`src/rtl/mem_arb_pkg.sv`:
```
// Shared types for the icache/dcache memory arbiter: FSM states, owner tags, request register layout.
package mem_arb_pkg;

    typedef enum logic [2:0] {
        IDLE = 3'd0,
        I_RD = 3'd1,
        D_RD = 3'd2,
        D_WR = 3'd3,
        GAP  = 3'd4
    } arb_state_t;

    typedef enum logic {
        OWNER_I = 1'b0,
        OWNER_D = 1'b1
    } owner_t;

    localparam int TIMEOUT_CYCLES_DEF = 40;
    localparam int TMR_W              = 6;

    typedef struct packed {
        logic [31:0]  addr;
        logic [127:0] data;
    } mem_req_t;

endpackage

```
`src/rtl/mem_arbiter.sv`:
```
// Purpose: round-robin arbiter granting one icache/dcache block transaction at a time to memory.
// Latency: grant one edge after the IDLE sample; response forwarded combinationally; one GAP cycle after.
// Backpressure: requesters hold level requests until their pulse; memory stalls bounded by TIMEOUT_CYCLES.
module mem_arbiter
    import mem_arb_pkg::*;
#(
    parameter int TIMEOUT_CYCLES = TIMEOUT_CYCLES_DEF
) (
    input  logic         clock,
    input  logic         reset_n,
    input  logic         i_read,
    input  logic [31:0]  i_address,
    output logic [127:0] i_read_data,
    output logic         i_read_valid,
    input  logic         d_read,
    input  logic         d_write,
    input  logic [31:0]  d_address,
    input  logic [127:0] d_write_data,
    output logic [127:0] d_read_data,
    output logic         d_read_valid,
    output logic         d_write_done,
    output logic         mem_read,
    output logic         mem_write,
    output logic [31:0]  mem_read_address,
    output logic [31:0]  mem_write_address,
    output logic [127:0] mem_write_data,
    input  logic [127:0] mem_read_data,
    input  logic         mem_read_valid,
    input  logic         mem_write_done,
    output logic         timeout_error
);

    localparam logic [TMR_W-1:0] TMR_LAST = TMR_W'(TIMEOUT_CYCLES - 1);

    // Returns the state to enter from IDLE; IDLE itself means nobody is asking.
    function automatic arb_state_t arbitrate(input logic   i_req,
                                             input logic   d_rd,
                                             input logic   d_wr,
                                             input owner_t last);
        arb_state_t d_st;
        arb_state_t res;
        d_st = d_wr ? D_WR : D_RD;
        res  = IDLE;
        if (i_req && (d_rd || d_wr))
            res = (last == OWNER_I) ? d_st : I_RD;
        else if (i_req)
            res = I_RD;
        else if (d_rd || d_wr)
            res = d_st;
        return res;
    endfunction

    arb_state_t       state_q, state_d, grant_st;
    owner_t           last_owner_q;
    logic [TMR_W-1:0] tmr_q;
    mem_req_t         req_q;
    logic             busy, resp, timeout_hit;

    always_comb begin
        grant_st    = arbitrate(i_read, d_read, d_write, last_owner_q);
        busy        = (state_q == I_RD) || (state_q == D_RD) || (state_q == D_WR);
        resp        = ((state_q == I_RD) && mem_read_valid) ||
                      ((state_q == D_RD) && mem_read_valid) ||
                      ((state_q == D_WR) && mem_write_done);
        timeout_hit = busy && !resp && (tmr_q == TMR_LAST);
        state_d     = state_q;
        case (state_q)
            IDLE:             state_d = grant_st;
            I_RD, D_RD, D_WR: if (resp || timeout_hit) state_d = GAP;
            GAP:              state_d = IDLE;
            default:          state_d = IDLE;
        endcase
    end

    always_ff @(posedge clock) begin
        if (!reset_n) begin
            state_q      <= IDLE;
            last_owner_q <= OWNER_I;
            tmr_q        <= '0;
            req_q        <= '0;
        end else begin
            state_q <= state_d;
            if (state_q == IDLE && grant_st != IDLE) begin
                tmr_q        <= '0;
                last_owner_q <= (grant_st == I_RD) ? OWNER_I : OWNER_D;
                req_q.addr   <= (grant_st == I_RD) ? i_address : d_address;
                if (grant_st == D_WR)
                    req_q.data <= d_write_data;
            end else if (busy) begin
                tmr_q <= tmr_q + 1'b1;
            end else begin
                tmr_q <= '0;
            end
        end
    end

    assign mem_read          = (state_q == I_RD) || (state_q == D_RD);
    assign mem_write         = (state_q == D_WR);
    assign mem_read_address  = req_q.addr;
    assign mem_write_address = req_q.addr;
    assign mem_write_data    = req_q.data;

    // Pulses are masked while reset is asserted so an aborted transaction never completes.
    assign i_read_valid  = reset_n && (state_q == I_RD) && mem_read_valid;
    assign d_read_valid  = reset_n && (state_q == D_RD) && mem_read_valid;
    assign d_write_done  = reset_n && (state_q == D_WR) && mem_write_done;
    assign timeout_error = reset_n && timeout_hit;
    assign i_read_data   = mem_read_data;
    assign d_read_data   = mem_read_data;

endmodule

```
`config.mk`:
```
export PLATFORM = sky130hd
export DESIGN_NAME = mem_arbiter
export DESIGN_NICKNAME = d
export VERILOG_FILES = /design/src/rtl/mem_arb_pkg.sv /design/src/rtl/mem_arbiter.sv
export SDC_FILE = /design/constraint.sdc
export NUM_CORES = 1
export LEC_CHECK = 0
export BUFFER_PORTS_ARGS = -buffer_cell sky130_fd_sc_hd__clkbuf_2
export CAP_MARGIN = 15
export CORE_AREA = 4 4 301 303
export CTS_BUF_LIST = sky130_fd_sc_hd__clkbuf_16
export CTS_CLUSTER_SIZE = 16
export DETAILED_ROUTE_END_ITERATION = 8
export DIE_AREA = 0 0 305 307
export PLACE_DENSITY_LB_ADDON = 0.1
export REMOVE_ABC_BUFFERS = 1
export SETUP_SLACK_MARGIN = 0.02
export SLEW_MARGIN = 20
export SYNTH_ARGS = -nofsm -noshare
export SYNTH_HDL_FRONTEND = slang
export SYNTH_SLANG_ARGS = --single-unit
```
`constraint.sdc`:
```
create_clock -name clock -period 1.67 [get_ports clock]
set_input_delay 0.501 -clock clock [delete_from_list [all_inputs] [get_ports clock]]
set_output_delay 0.501 -clock clock [all_outputs]
set_load 0.005 [all_outputs]
```
==> qor.txt <==
CP Buf/Inv Count: 1
Min-Delay Path Class: in2reg
Min Tclk post-route: 2.08 ns
Port bufs: 396
Dpl ws: -0.214 ns
Root buf cell: clkbuf_16
Ys Warns: 0
Tcrit/Tclk final: 1.25
Area contributors post-synth: dfxtp_1 35%, buf_4 23%, a21boi_0 11%
Most common cell after layout, fill and taps aside: clkbuf_2
RSZ-0062 raised after global routing: true
DR vias/cell: 3.95
Max stage delay on crit path: 0.40 ns
Reg2reg path depth: 9
Violated checks: setup timing
DP Wirelength: 73.3 mm
Worst Tran Pin Value: 0.528 ns
Drt pass-1 iters: 6
CP arrival: 1.58 ns
Clock-pin slew on the worst setup and hold paths: 0.08 ns
Gp weighted congestion: 0.810
Outcome: finished with violations
CTS Buffer Depth: 2
Vias: 9701
Worst-path maximum fanout: 6
Synth top area share: 0.355
Total GRT Usage: 0.198
Cell area after synthesis: 9600 um^2
Most frequent cells in the layout: 387 x clkbuf_2, 155 x dfxtp_1, 126 x a21boi_1, 125 x nand3_1, 123 x o21ai_2
Setup crit start kind: register
FFs w/ async S/R, synth: 0
DIE HEIGHT: 307 um
Proportion of synthesized chip area in sequential cells: 0.355
CP Class: reg2out
Leakage power: 5.81 nW
CP Cell Sequence: mux2i_4 -> a21oi_2 -> and3b_1 -> buf_2
Post-synth top area cell: dfxtp_1
Share of cells above drive strength 1: 0.563
Final hold vios: 0
Num CTS Buffers: 17
Max Cap Violations: 0
Initial Utilization: 0.109
Worst path required time: 1.17 ns
Worst hold slack: 0.224 ns
Die area: 93600 um^2
Crit path depth: 4
First-pass GRT wire length: 118 mm
# fillers: 10000
Total gr overflow: 0
Nets: 1608
Peak supply drop: 0.826 mV
Non-Filler Instances: 2458
IO Count: 781
Syn Area/Cell: 8.55 um^2
Post-synthesis cell type count: 38
Slew HR: 0.648
Average routed wire per standard cell: 40.5 um
DR iter-0 viols: 708
Cell Area, Placed: 11200 um^2
PwrDens: 1790 nW/um^2
Max-slew violations: 0
Yosys reg bits: 170
Worst Skew: 0.0116 ns
Worst skew pair latency: 0.50 ns
Routed Antenna Nets: 0
Initial antenna violation count: 10
Final worst slack: -0.414 ns
Final Instance Area: 14000 um^2
Synth Flop Type: dfxtp_1
CP max stage cell: dfxtp_4
Placed cell count: 2359
# DRC: 0
Vias in the first global route: 9487
Die X: 305 um
Number of synthesized flops with an enable pin: 0
Clock sink count: 170
Largest net degree at the start of global routing: 87
Hold Path Stages: 3
H-tree depth: 4
Count of final setup violators: 162
Routed WL: 99.5 mm
Area grow syn2layout: 45.5%
Crit-path leading delay family: flip-flops
CP Capture Type: output pin
Syn Inst Count: 1122
Clock tree from TritonCTS: done
Max Freq: 0.480 GHz
Row cnt: 109
Core Area: 88000 um^2
-- worst min-delay path: stages --
cell,delay [ns]
clkbuf_2,0.08
nand3_1,0.06
a21boi_1,0.05
-- metal layers --
| layer | vias to the layer above | wire (um) | part of all wire | global-route usage |
|---|---|---|---|---|
| met5 | - | 1660 | 0.017 | 0.120 |
| met4 | 36 | 1760 | 0.018 | 0.0398 |
| met3 | 96 | 20900 | 0.21 | 0.213 |
| met2 | 1030 | 40500 | 0.41 | 0.280 |
| met1 | 4533 | 34600 | 0.35 | 0.189 |
| li1 | 4006 | - | - | - |
-- cell families after synthesis --
kind of cell | after synthesis | share of synthesized area
AND/OR/NAND/NOR | 190 | 0.105
adder cells (fa/ha/maj) | 1 | 0.00130
buffers and inverters | 388 | 0.273
multiplexers | 1 | 0.00104
flip-flops | 170 | 0.355
AO/OA/AOI/OAI | 368 | 0.261
XOR/XNOR | 4 | 0.00365
-- where the power goes --
group / switching [mW] / internal, mW
Clock: 2.13 / 2.63
Combinational: 7.47 / 6.90
Sequential: 0.854 / 5.00
Total: 10.4 / 14.5
-- flip-flops by register name, summed over array words and instances (netlist names) --
register and count:
tmr_q 6, mem_read_address 32, state_q 3, last_owner_q 1, mem_write_data 128
-- synth_stat cells (all sizes together), types with 2 or more instances --
library cell / instances
nand2: 5
clkbuf: 70
nand3: 130
nand2b: 3
dfxtp: 170
xnor2: 2
o311a: 32
a21boi: 161
o21bai: 33
nor3b: 3
o21ai: 133
buf: 317
nor3: 2
and3b: 2
nor2: 7
a21oi: 4
or3: 2
xor2: 2
and3: 32
-- through the flow --
stage	power [mW]	setup TNS, ns	utilization
floorplan	6.68	-644.82	-
global placement	13.1	-12.79	0.128
detailed placement	13.0	-13.15	0.128
CTS	21.9	-13.78	0.145
global route	26.3	-31.83	0.159
finish	25.0	-22.12	0.159
-- worst paths after layout --
| check | to | slack [ns] | start |
|---|---|---|---|
| worst max register to register | mem_read_address[20]$_SDFFE_PN0P_ | -0.25 | state_q[0]$_SDFFE_PN0P_ |
| worst min-delay path | mem_write_data[15]$_SDFFE_PN0P_ | 0.22 | d_write_data[15] |
| worst max-delay path | timeout_error | -0.41 | state_q[0]$_SDFFE_PN0P_ |
| worst min register to register | mem_write_data[80]$_SDFFE_PN0P_ | 0.46 | mem_write_data[80]$_SDFFE_PN0P_ |
-- timing repair --
item | in CTS | in global routing
hold endpoints to repair | 0 | 0
pin swaps | 55 | 214
hold buffers | 0 | 0
buffers inserted | 20 | 13
cloned | 18 | 21
endpoints found under the setup margin | 56 | 172
resized for setup | 215 | 291
-- area by class of cell --
| cell class | count | area [um^2] | area share |
|---|---|---|---|
| antenna | 1 | 2.50 | 0.000179 |
| clock buffer | 17 | 425 | 0.0305 |
| clock inverter | 14 | 204 | 0.0146 |
| inverter | 1 | 3.75 | 0.000269 |
| multi-input combinational | 564 | 4310 | 0.309 |
| sequential | 170 | 3430 | 0.246 |
| tap | 1165 | 1460 | 0.104 |
| timing repair buffer | 526 | 4130 | 0.296 |
Power figures use the tool's default switching activity.
